$ cat src/rtl/lane_readout_arbiter.sv
// Round-robin readout arbiter: picks one enabled, non-empty lane FIFO, streams
// its packet word by word into a registered output stage, then re-arbitrates.
// Optional stall watchdog compiled in with `define ARB_TIMEOUT_EN.
module lane_readout_arbiter #(
    parameter int unsigned DATA_W         = 32,
    parameter int unsigned TIMEOUT_CYCLES = 1024
) (
    input  logic                clk,
    input  logic                reset,
    input  logic [3:0]          use_lane,
    input  logic [3:0]          lane_valid,
    input  logic [4*DATA_W-1:0] lane_data,
    input  logic [3:0]          lane_last,
    output logic [3:0]          lane_rd,
    output logic [DATA_W-1:0]   out_data,
    output logic [1:0]          out_lane,
    output logic                out_last,
    output logic                out_valid,
    input  logic                out_ready,
    output logic                busy,
    output logic                timeout_err
);

    typedef enum logic [0:0] {StIdle, StGrant} state_e;

    state_e              state_q, state_d;
    logic [1:0]          rr_ptr_q, rr_ptr_d;
    logic [1:0]          gnt_q, gnt_d;
    logic [3:0]          gnt_mask_q, gnt_mask_d;
    logic [3:0]          cand;
    logic [1:0]          pick;
    logic [1:0]          idx;
    logic                pick_found;
    logic                pop;
    logic                pop_last;
    logic                stall_to;
    logic [DATA_W-1:0]   out_data_q;
    logic [1:0]          out_lane_q;
    logic                out_last_q;
    logic                out_valid_q;

    // Round-robin search of enabled, non-empty lanes starting at rr_ptr
    always_comb begin
        cand       = use_lane & lane_valid;
        pick       = rr_ptr_q;
        pick_found = 1'b0;
        idx        = rr_ptr_q;
        // Walk from the far end so the lane closest to rr_ptr wins
        for (int k = 3; k >= 0; k--) begin
            idx = rr_ptr_q + 2'(k);
            if (cand[idx]) begin
                pick       = idx;
                pick_found = 1'b1;
            end
        end
    end

    // Pop strobe for the granted lane; held off while the output stage is full
    always_comb begin
        pop     = 1'b0;
        lane_rd = 4'b0000;
        if (!reset && state_q == StGrant) begin
            pop = gnt_mask_q[gnt_q] & lane_valid[gnt_q] & (~out_valid_q | out_ready);
            lane_rd[gnt_q] = pop;
        end
    end

    assign pop_last = pop & lane_last[gnt_q];

`ifdef ARB_TIMEOUT_EN
    localparam int unsigned CNT_W = $clog2(TIMEOUT_CYCLES) + 1;

    logic [CNT_W-1:0] stall_cnt_q, stall_cnt_d;
    logic             timeout_err_q, timeout_err_d;

    // Stall watchdog: counts GRANT cycles with an empty granted lane
    always_comb begin
        stall_cnt_d   = stall_cnt_q;
        timeout_err_d = timeout_err_q;
        stall_to      = 1'b0;
        if (state_q != StGrant || pop) begin
            stall_cnt_d = '0;
        end else if (!lane_valid[gnt_q]) begin
            if (stall_cnt_q == CNT_W'(TIMEOUT_CYCLES - 1)) begin
                stall_to      = 1'b1;
                timeout_err_d = 1'b1;
                stall_cnt_d   = '0;
            end else begin
                stall_cnt_d = stall_cnt_q + CNT_W'(1);
            end
        end
    end

    // Watchdog state; the error flag is sticky until reset
    always_ff @(posedge clk) begin
        if (reset) begin
            stall_cnt_q   <= '0;
            timeout_err_q <= 1'b0;
        end else begin
            stall_cnt_q   <= stall_cnt_d;
            timeout_err_q <= timeout_err_d;
        end
    end

    assign timeout_err = timeout_err_q;
`else
    assign stall_to    = 1'b0;
    assign timeout_err = 1'b0;
`endif

    // Next-state: grant in IDLE, release after the last word or a timeout
    always_comb begin
        state_d    = state_q;
        rr_ptr_d   = rr_ptr_q;
        gnt_d      = gnt_q;
        gnt_mask_d = gnt_mask_q;
        unique case (state_q)
            StIdle: begin
                if (pick_found) begin
                    gnt_d      = pick;
                    gnt_mask_d = use_lane;
                    state_d    = StGrant;
                end
            end
            StGrant: begin
                if (pop_last || stall_to) begin
                    state_d  = StIdle;
                    rr_ptr_d = gnt_q + 2'd1;
                end
            end
            default: state_d = StIdle;
        endcase
    end

    // FSM and arbitration registers
    always_ff @(posedge clk) begin
        if (reset) begin
            state_q    <= StIdle;
            rr_ptr_q   <= 2'd0;
            gnt_q      <= 2'd0;
            gnt_mask_q <= 4'b0000;
        end else begin
            state_q    <= state_d;
            rr_ptr_q   <= rr_ptr_d;
            gnt_q      <= gnt_d;
            gnt_mask_q <= gnt_mask_d;
        end
    end

    // Output stage: load on pop, drain on accept, hold under backpressure
    always_ff @(posedge clk) begin
        if (reset) begin
            out_data_q  <= '0;
            out_lane_q  <= 2'd0;
            out_last_q  <= 1'b0;
            out_valid_q <= 1'b0;
        end else if (pop) begin
            out_data_q  <= lane_data[DATA_W*gnt_q +: DATA_W];
            out_lane_q  <= gnt_q;
            out_last_q  <= lane_last[gnt_q];
            out_valid_q <= 1'b1;
        end else if (out_ready) begin
            out_valid_q <= 1'b0;
        end
    end

    assign out_data  = out_data_q;
    assign out_lane  = out_lane_q;
    assign out_last  = out_last_q;
    assign out_valid = out_valid_q;
    assign busy      = (state_q == StGrant) & ~reset;

endmodule

$ cat config.mk
export PLATFORM = sky130hd
export DESIGN_NAME = lane_readout_arbiter
export DESIGN_NICKNAME = d
export VERILOG_FILES = /design/src/rtl/lane_readout_arbiter.sv
export SDC_FILE = /design/constraint.sdc
export NUM_CORES = 1
export LEC_CHECK = 0
export ABC_AREA = 1
export BUFFER_PORTS_ARGS = -buffer_cell sky130_fd_sc_hd__buf_2
export CORE_AREA = 3 3 130 82
export CTS_CLUSTER_DIAMETER = 200
export DETAILED_ROUTE_END_ITERATION = 12
export DIE_AREA = 0 0 133 85
export PLACE_DENSITY_LB_ADDON = 0.12
export SETUP_SLACK_MARGIN = 0.4
export SYNTH_ARGS = -nofsm -noshare
export SYNTH_HDL_FRONTEND = slang
export SYNTH_SLANG_ARGS = --single-unit
$ cat constraint.sdc
create_clock -name clk -period 2.3 [get_ports clk]
set_input_delay 0.23 -clock clk [delete_from_list [all_inputs] [get_ports clk]]
set_output_delay 0.23 -clock clk [all_outputs]
set_load 0.01 [all_outputs]
# Word level (Yosys, flattened, before mapping)
# Index checks and enable logic that the tools add are counted.
# word_totals
reg_bits	45
latchBits	0
mem_bits_rw	0
romBits	0
out_inout_bits	42
elab_cells	66
memories	0
# op_classes
n_addsub	4
mul	0
div_mod_pow	0
magnitude_cmp	6
eq_ne	0
n_shift	1
n_mux	31
bitwise	10
reduce_logical	6
# ops
op	n
$shiftx A128 B8 Y32	1
$mux W1	17
$lt A2 B3 Y1 const B	5
$bmux W1 S2	7
$and A4 B4 Y4	2
$mux W2	4
$add A2 B1 Y2 const B	2
$add A2 B2 Y2 const B	2
$and A1 B1 Y1	4
$mux W4	1
$reduce_and A2 Y1	2
$not A1 Y1	3
$demux W1 S2	1
$ge A2 B1 Y1 const B	1
$logic_and A1 B1 Y1	2
$pmux W1 S2	1
$reduce_bool A2 Y1	1
$logic_not A1 Y1	1
$or A1 B1 Y1	1

# Longest topological paths before layout
# Gate-level depths: netlist of run 1.
# logic_depth
depth_word	9
ltp_mapped	11
mapped_depth_nobuf	10

# Worst setup path before layout of run 1
# OpenSTA, ideal clock, no wires.
# synth_path
path_kind	reg-to-output
startpoint	reg gnt_q[0]
endpoint	out lane_rd[0]
arrival_ns	1.259
required_time_ns	2.070
slack_ns	0.811
stages_incl_launch_ff	9
path_buffers	2
path_cell_list	dfxtp_1 -> buf_4 -> inv_2 -> nand2_1 -> nand2_1 -> o21ai_1 -> nand3_2 -> buf_2 -> nor2_1
# synth_via
elab_chain_cells	6
elab_cells_between_ends	13
# synth_lines
item	line	rtl
start, declared	28	logic [1:0] gnt_q, gnt_d;
start signal, assigned	145	gnt_q <= gnt_d;
$lt A2 B3 Y1 (implied by the code), or another cell as far along	64	lane_rd[gnt_q] = pop;
$logic_and A1 B1 Y1 (implied by the code) / $mux W1 (equally long branches)	64, 63	
$mux W1 (implied by the code) / $and A1 B1 Y1 (equally long branches)	64, 63	
$demux W1 S2 / $and A1 B1 Y1 (equally long branches)	64, 63	
$and A4 B4 Y4 (no line) *	n/a	
$mux W4 *	62	if (!reset && state_q == StGrant) begin
end, declared	14	output logic [3:0] lane_rd,
# Mark *: on every way between the ends. The rest lies on a longest branch, timed or not. The select of a mux whose other input is x is not followed.

# Worst setup path in the final report of run 1
# layout_path
startpoint	reg gnt_q[0]
endpoint	out lane_rd[3]
# Same word-level chain as after synthesis.

==> reports/metrics.cfg, run 1 <==
[layout]
drive_gt1_frac = 0.337
nets = 776
nFillCells = 1065
finalInstanceArea_mm2 = 0.00400
syn_to_final_growth_pct = 41.6
antenna_cells = 0

[floorplanning]
initial_core_util = 0.293
rows = 28
core-area_mm2 = 0.00963
die_height_um = 85
die_area_mm2 = 0.0113
die_x_um = 133
ios = 185

[cts]
clk_latency_ps = 280
cts_root_buf = clkbuf_16
cts_buffers = 5
ctsLongestPathBuffers = 2
clkTransAtPathRegs_ps = 60
cts.sinks = 45
htreeDepth = 2
cts_tree = yes

[power_and_ir_drop]
p_total_uw = 2490
p_per_area_mw_per_mm2 = 624
leakagePower_uw = 0.00193
peakVddDrop_uv = 303

[global_routing]
grt_pass1_wl_mm = 15.9
grt_pass1_vias = 3251
grt.total_usage = 0.171
antenna_found_initial = 0
gr-total-overflow = 0
grt_max_degree = 65

[routing]
antenna_left = 0
vias = 3579
viasPerCell = 4.68
avgRoutedWirePerCell_um = 13.6
first_iter_violations = 198
route.detailed.drc = 0
drt_first_pass_iters = 5
routed_wl_mm = 10.4

[synthesis]
ys_top_cells_by_area = dfxtp_1, nand2_1, o21ai_0
ys_seq_elements = 45
synth_area_leader_cell = dfxtp_1
async_flop_share = 0
ys_types = 24
synth.most_common_cell = nand2_1
netlist_area_mm2 = 0.00282
yosysSeqAreaShare = 0.319
synthCells = 462
yosysTopAreaCellShare = 0.319
yosys_warnings = 0
syn_avg_cell_area_um2 = 6.11
yosys-top-cells-count = nand2_1, nor2_1, o21ai_0
synth_edf_count = 0
synth-main-ff-cell = dfxtp_1
syn-num-nets = 609

[worst_setup_path]
cp-start-kind = register
rr_endpoint = gnt_q[0]
worstPathMaxFanout = 8
worst-setup-path-type = reg2out
critPathRequiredTime_ps = 2070
crit_path_end_kind = primary output
regToRegStartpoint = rr_ptr_q[0]
crit_arrival_ps = 1520
r2r_cells = 7
r2r_slack_ps = 620

[sta]
clock_skew_ps = 5.37
finalCriticalPeriod_ps = 1750
finalCritPeriodShare = 0.762
setup_viol = 0
max_freq_mhz = 570
slew_viol_final = 0
grt_setup_unrepaired = no
fin_tns_setup_ps = 0
final_hold_viol_count = 0

[worst_hold_path]
hold_path_startpoint = use_lane[1]
min_path_type = in2reg
hold_end = gnt_mask_q[1]
holdPathStages = 3

[run]
drv_cap = 0

[place]
placed_area_mm2 = 0.00379
gp_congestion = 0.809
io_buffers = 183
dpl.hpwl_mm = 7.78

[status]
run_status = finished, final reports clean

-- where the power goes --
part | leakage [uW] | switching (uW) | internal (uW)
clock | 0.0000696 | 289 | 398
combinational | 0.00149 | 569 | 355
sequential | 0.000365 | 40.3 | 841
-- registers in the layout, summed over array words and instances (netlist names) --
signal and count:
out_data 32, gnt_mask_q 4, out_last 1, out_lane 2
gnt_q 2, rr_ptr_q 2, state_q 1, out_valid 1
-- routing by layer --
metal | routed length (um) | global-route usage
met2 | 4280 | 0.266
met3 | 949 | 0.0515
met1 | 5130 | 0.239
met5 | 0 | 0
met4 | 30 | 0.0255
-- layout make-up --
type / count / area (um2) / share of cell area
Multi-Input combinational cell: 367 / 1700 / 0.426
Timing Repair Buffer: 194 / 1010 / 0.254
Sequential cell: 45 / 902 / 0.226
Tap cell: 135 / 169 / 0.0423
Clock buffer: 5 / 125 / 0.0313
Inverter: 16 / 65.1 / 0.0163
Clock inverter: 3 / 17.5 / 0.00438
-- worst max-delay path by stage --
| stage | from | end | slack (ps) | cells after the start |
|---|---|---|---|---|
| CTS | gnt_q[0] | lane_rd[3] | 420 | 7 |
| finish | gnt_q[0] | lane_rd[3] | 550 | 7 |
| global route | rr_ptr_q[0] | gnt_mask_q[0] | 410 | 8 |
| floorplan | gnt_q[0] | lane_rd[0] | 810 | 8 |
| detailed placement | gnt_q[0] | state_q | 430 | 9 |
| global placement | gnt_q[0] | state_q | 470 | 9 |
-- repair_timing --
action | in CTS | in global routing
endpoints found under the setup margin | 4 | 7
setup buffers | 0 | 3
gates resized for setup | 2 | 6
pin swaps | 1 | 1
hold buffers | 0 | 0
cloned | 0 | 1
-- through the flow --
step	util	instances	hold WS, ps	setup slack [ps]
after floorplan	-	462	396	811
after CTS	0.409	761	229	422
after global placement	0.393	753	449	467
after detailed placement	0.393	753	456	431
after global routing	0.415	765	276	414
final	0.415	765	233	546
-- logic make-up (layout without fill, tap and decap cells) --
group / after synthesis / after routing / synth area share
compound gates: 148 / 148 / 0.278
xor+xnor: 2 / 2 / 0.00621
fa+ha+maj: 4 / 4 / 0.0177
buf+inv: 51 / 218 / 0.0878
flops: 45 / 45 / 0.319
other cells: 1 / 1 / 0.00133
simple gates: 211 / 212 / 0.289
-- critical path, stage by stage (launching register included) --
cell and delay (ps):
dfxtp_2 360, inv_2 90, nand2_1 80, nand2_1 80, o21ai_4 210, nand3_4 150
nor2_1 130, buf_2 140
-- cells in the final DEF (no fill, tap or decap) --
master / count
ha_1: 4
clkinv_2: 2
and2_1: 1
a21oi_1: 39
xnor2_1: 1
buf_2: 183
o21ai_4: 1
a21oi_2: 1
nand2_1: 113
nand3_1: 11
dfxtp_1: 44
buf_12: 1
nand2_2: 1
nand3_4: 1
inv_1: 12
o21ai_0: 74
conb_1: 1
clkinvlp_4: 1
clkbuf_16: 5
inv_2: 3
o22ai_1: 33
dfxtp_2: 1
xor2_1: 1
nor2_1: 84
clkinv_4: 1
buf_4: 9
nand3_2: 1
buf_6: 1
Power figures use the tool's default switching activity.
==> inputs of run 2 (changes only) <==
--- a/config.mk
+++ b/config.mk
@@ -5,7 +5,7 @@
 export SDC_FILE = /design/constraint.sdc
 export NUM_CORES = 1
 export LEC_CHECK = 0
-export ABC_AREA = 1
+export ABC_AREA = 0
 export BUFFER_PORTS_ARGS = -buffer_cell sky130_fd_sc_hd__buf_2
 export CORE_AREA = 3 3 130 82
 export CTS_CLUSTER_DIAMETER = 200
==> constraint.sdc (replaced) <==
create_clock -name clk -period 1.85 [get_ports clk]
set_input_delay 0.185 -clock clk [delete_from_list [all_inputs] [get_ports clk]]
set_output_delay 0.185 -clock clk [all_outputs]
set_load 0.01 [all_outputs]
==> run 2 against run 1 <==
  * Flip-flop and latch count is the same
  * Cell area increased by 15%
  * Global-route usage increased by 1.5 points
  * Synthesized cell count is 40% lower
  * Clock skew grew 2.6 ps
  * Register-to-register slack worse by 500 ps
  * Die area stayed put
  * Utilization rose by 6.2 points
  * Largest cell class unchanged
  * Combinational power up 4.0%
  * Routed wire length up 4.7%
  * Worst hold slack got worse by 72 ps
  * Critical path type unchanged
==> reports/metrics.cfg, run 2 <==
[synthesis]
synthCells = 279  ; was 462
yosys-top-cells-count = dfxtp_1, mux2i_1, a21oi_1  ; was nand2_1, nor2_1, o21ai_0
synth_edf_count = 0  ; unchanged
syn_avg_cell_area_um2 = 10.2  ; was 6.11 um2
syn-num-nets = 426  ; was 609
yosysTopAreaCellShare = 0.316  ; was 0.319
synth_area_leader_cell = dfxtp_1  ; unchanged
yosys_warnings = 0  ; unchanged
netlist_area_mm2 = 0.00285  ; was 0.00282 mm2
ys_top_cells_by_area = dfxtp_1, mux4_2, mux2i_1  ; was dfxtp_1, nand2_1, o21ai_0
ys_seq_elements = 45  ; unchanged
yosysSeqAreaShare = 0.316  ; was 0.319
synth-main-ff-cell = dfxtp_1  ; unchanged
async_flop_share = 0  ; unchanged
ys_types = 36  ; was 24
synth.most_common_cell = dfxtp_1  ; was nand2_1

[power_and_ir_drop]
p_per_area_mw_per_mm2 = 665  ; was 624 mW/mm2
peakVddDrop_uv = 300  ; was 303 uV
p_total_uw = 3060  ; was 2490 uW
leakagePower_uw = 0.00203  ; was 0.00193 uW

[worst_setup_path]
critPathRequiredTime_ps = 1660  ; was 2070 ps
crit_arrival_ps = 1630  ; was 1520 ps
worstPathMaxFanout = 6  ; was 8
r2r_slack_ps = 120  ; was 620 ps
worst-setup-path-type = reg2out  ; unchanged
cp-start-kind = register  ; unchanged
crit_path_end_kind = primary output  ; unchanged

[global_routing]
gr-total-overflow = 0  ; unchanged
antenna_found_initial = 0  ; unchanged
grt_max_degree = 31  ; was 65
grt_pass1_wl_mm = 16.6  ; was 15.9 mm
grt_pass1_vias = 3145  ; was 3251
grt.total_usage = 0.186  ; was 0.171

[sta]
setup_viol = 0  ; unchanged
final_hold_viol_count = 0  ; unchanged
grt_setup_unrepaired = yes  ; was no
clock_skew_ps = 8.01  ; was 5.37 ps
fin_ws_ps = 33.8  ; was 546 ps
timing.hold.ws_ps = 161  ; was 233 ps
max_freq_mhz = 551
slew_viol_final = 0  ; unchanged
finalCriticalPeriod_ps = 1820
finalCritPeriodShare = 0.982

[cts]
clkTransAtPathRegs_ps = 60  ; about the same
clk_latency_ps = 290  ; was 280 ps
cts.sinks = 45  ; unchanged
cts_hold_buf = 0  ; unchanged
cts_tree = yes  ; unchanged
htreeDepth = 2  ; unchanged
cts_buffers = 5  ; unchanged
ctsLongestPathBuffers = 2  ; unchanged
cts_root_buf = clkbuf_16  ; unchanged

[floorplanning]
die_x_um = 133  ; unchanged
core-area_mm2 = 0.00963  ; unchanged
rows = 28  ; unchanged
die_area_mm2 = 0.0113  ; unchanged
initial_core_util = 0.296  ; was 0.293
die_height_um = 85  ; unchanged
ios = 185  ; unchanged

[layout]
syn_to_final_growth_pct = 61.4  ; was 41.6%
nets = 633  ; was 776
fin_util = 0.477  ; was 0.415
nFillCells = 920  ; was 1065
stdcell_count = 622  ; was 765
largest_reg_flops = 32  ; unchanged
layout_common_cells = buf_2, dfxtp_1, mux2i_1  ; was buf_2, nand2_1, nor2_1
final_common_cell = buf_2  ; unchanged
antenna_cells = 0  ; unchanged
drive_gt1_frac = 0.643  ; was 0.337

[status]
run_status = finished, final reports clean  ; unchanged

[place]
gp_congestion = 0.821  ; was 0.809
place_inst = 584  ; was 753
place_ws_ps = 103  ; was 431 ps
io_buffers = 183  ; unchanged
dpl.hpwl_mm = 7.48  ; was 7.78 mm

[routing]
drt_first_pass_iters = 7  ; was 5
viasPerCell = 5.05  ; was 4.68
route.detailed.drc = 0  ; unchanged
antenna_left = 0  ; unchanged
avgRoutedWirePerCell_um = 17.5  ; was 13.6 um
routed_wl_mm = 10.9  ; was 10.4 mm
first_iter_violations = 160  ; was 198
vias = 3143  ; was 3579

[run]
drv_cap = 0  ; unchanged

[worst_hold_path]
min_path_type = in2reg  ; unchanged

## run 2: changes by cell type in the layout (fill, tap and decap cells not counted), sizes merged, moves of 22 or more
cell   change
nor2      -77
o21ai     -48
o22ai     -22
buf       +29
mux2i     +27
mux4      +27
nand2    -104
## run 2: worst paths after layout
check	end	cells after the start	startpoint
min reg2reg	out_last	2	out_last
min	gnt_mask_q[0]	3	use_lane[0]
max reg2reg	rr_ptr_q[1]	5	gnt_mask_q[0]
max	lane_rd[0]	4	gnt_mask_q[0]
## run 2: through the flow
stage,cell area (um2),setup TNS (ps)
4_1_cts,4360,0
3_3_place_gp,3950,0
6_report,4600,0
3_5_place_dp,3950,0
2_1_floorplan,2990,0
5_1_grt,4600,-41.3
## run 2: routing by layer
metal / track usage / share of wire
met2: 0.291 / 0.44
met4: 0.0425 / 0.0094
met1: 0.252 / 0.48
met3: 0.0581 / 0.075
met5: 0 / 0
## run 2: cell families after synthesis
| family | count (synthesis) | synth area share |
|---|---|---|
| compound gates | 84 | 0.185 |
| other cells | 1 | 0.00132 |
| buf+inv | 32 | 0.0716 |
| flops | 45 | 0.316 |
| simple gates | 61 | 0.119 |
| mux | 52 | 0.290 |
| fa+ha+maj | 4 | 0.0176 |
## run 2: layout make-up
| cell class | count | area [um2] | area share |
|---|---|---|---|
| Multi-Input combinational cell | 205 | 1970 | 0.427 |
| Timing Repair Buffer | 225 | 1360 | 0.295 |
| Sequential cell | 45 | 911 | 0.198 |
| Tap cell | 135 | 169 | 0.0367 |
| Clock buffer | 6 | 139 | 0.0302 |
| Clock inverter | 2 | 36.3 | 0.00789 |
| Inverter | 4 | 21.3 | 0.00463 |
## run 2: what timing repair did
item                       in CTS  in global routing
setup endpoints to repair      43                 44
pin swaps                       7                  6
gates resized for setup        24                 42
gates cloned                    3                  2
buffers inserted               15                 10
## run 2: report_power, final
group	internal (uW)	leakage (uW)	switching (uW)
Sequential	1000	0.000367	20.9
Clock	675	0.0000874	394
Combinational	504	0.00158	456
## run 2: worst max-delay path, cell delays in order, from the launching register on
cell and delay, ps:
dfxtp_2 320, and2_1 120, mux4_2 580, and3_1 190, buf_2 130
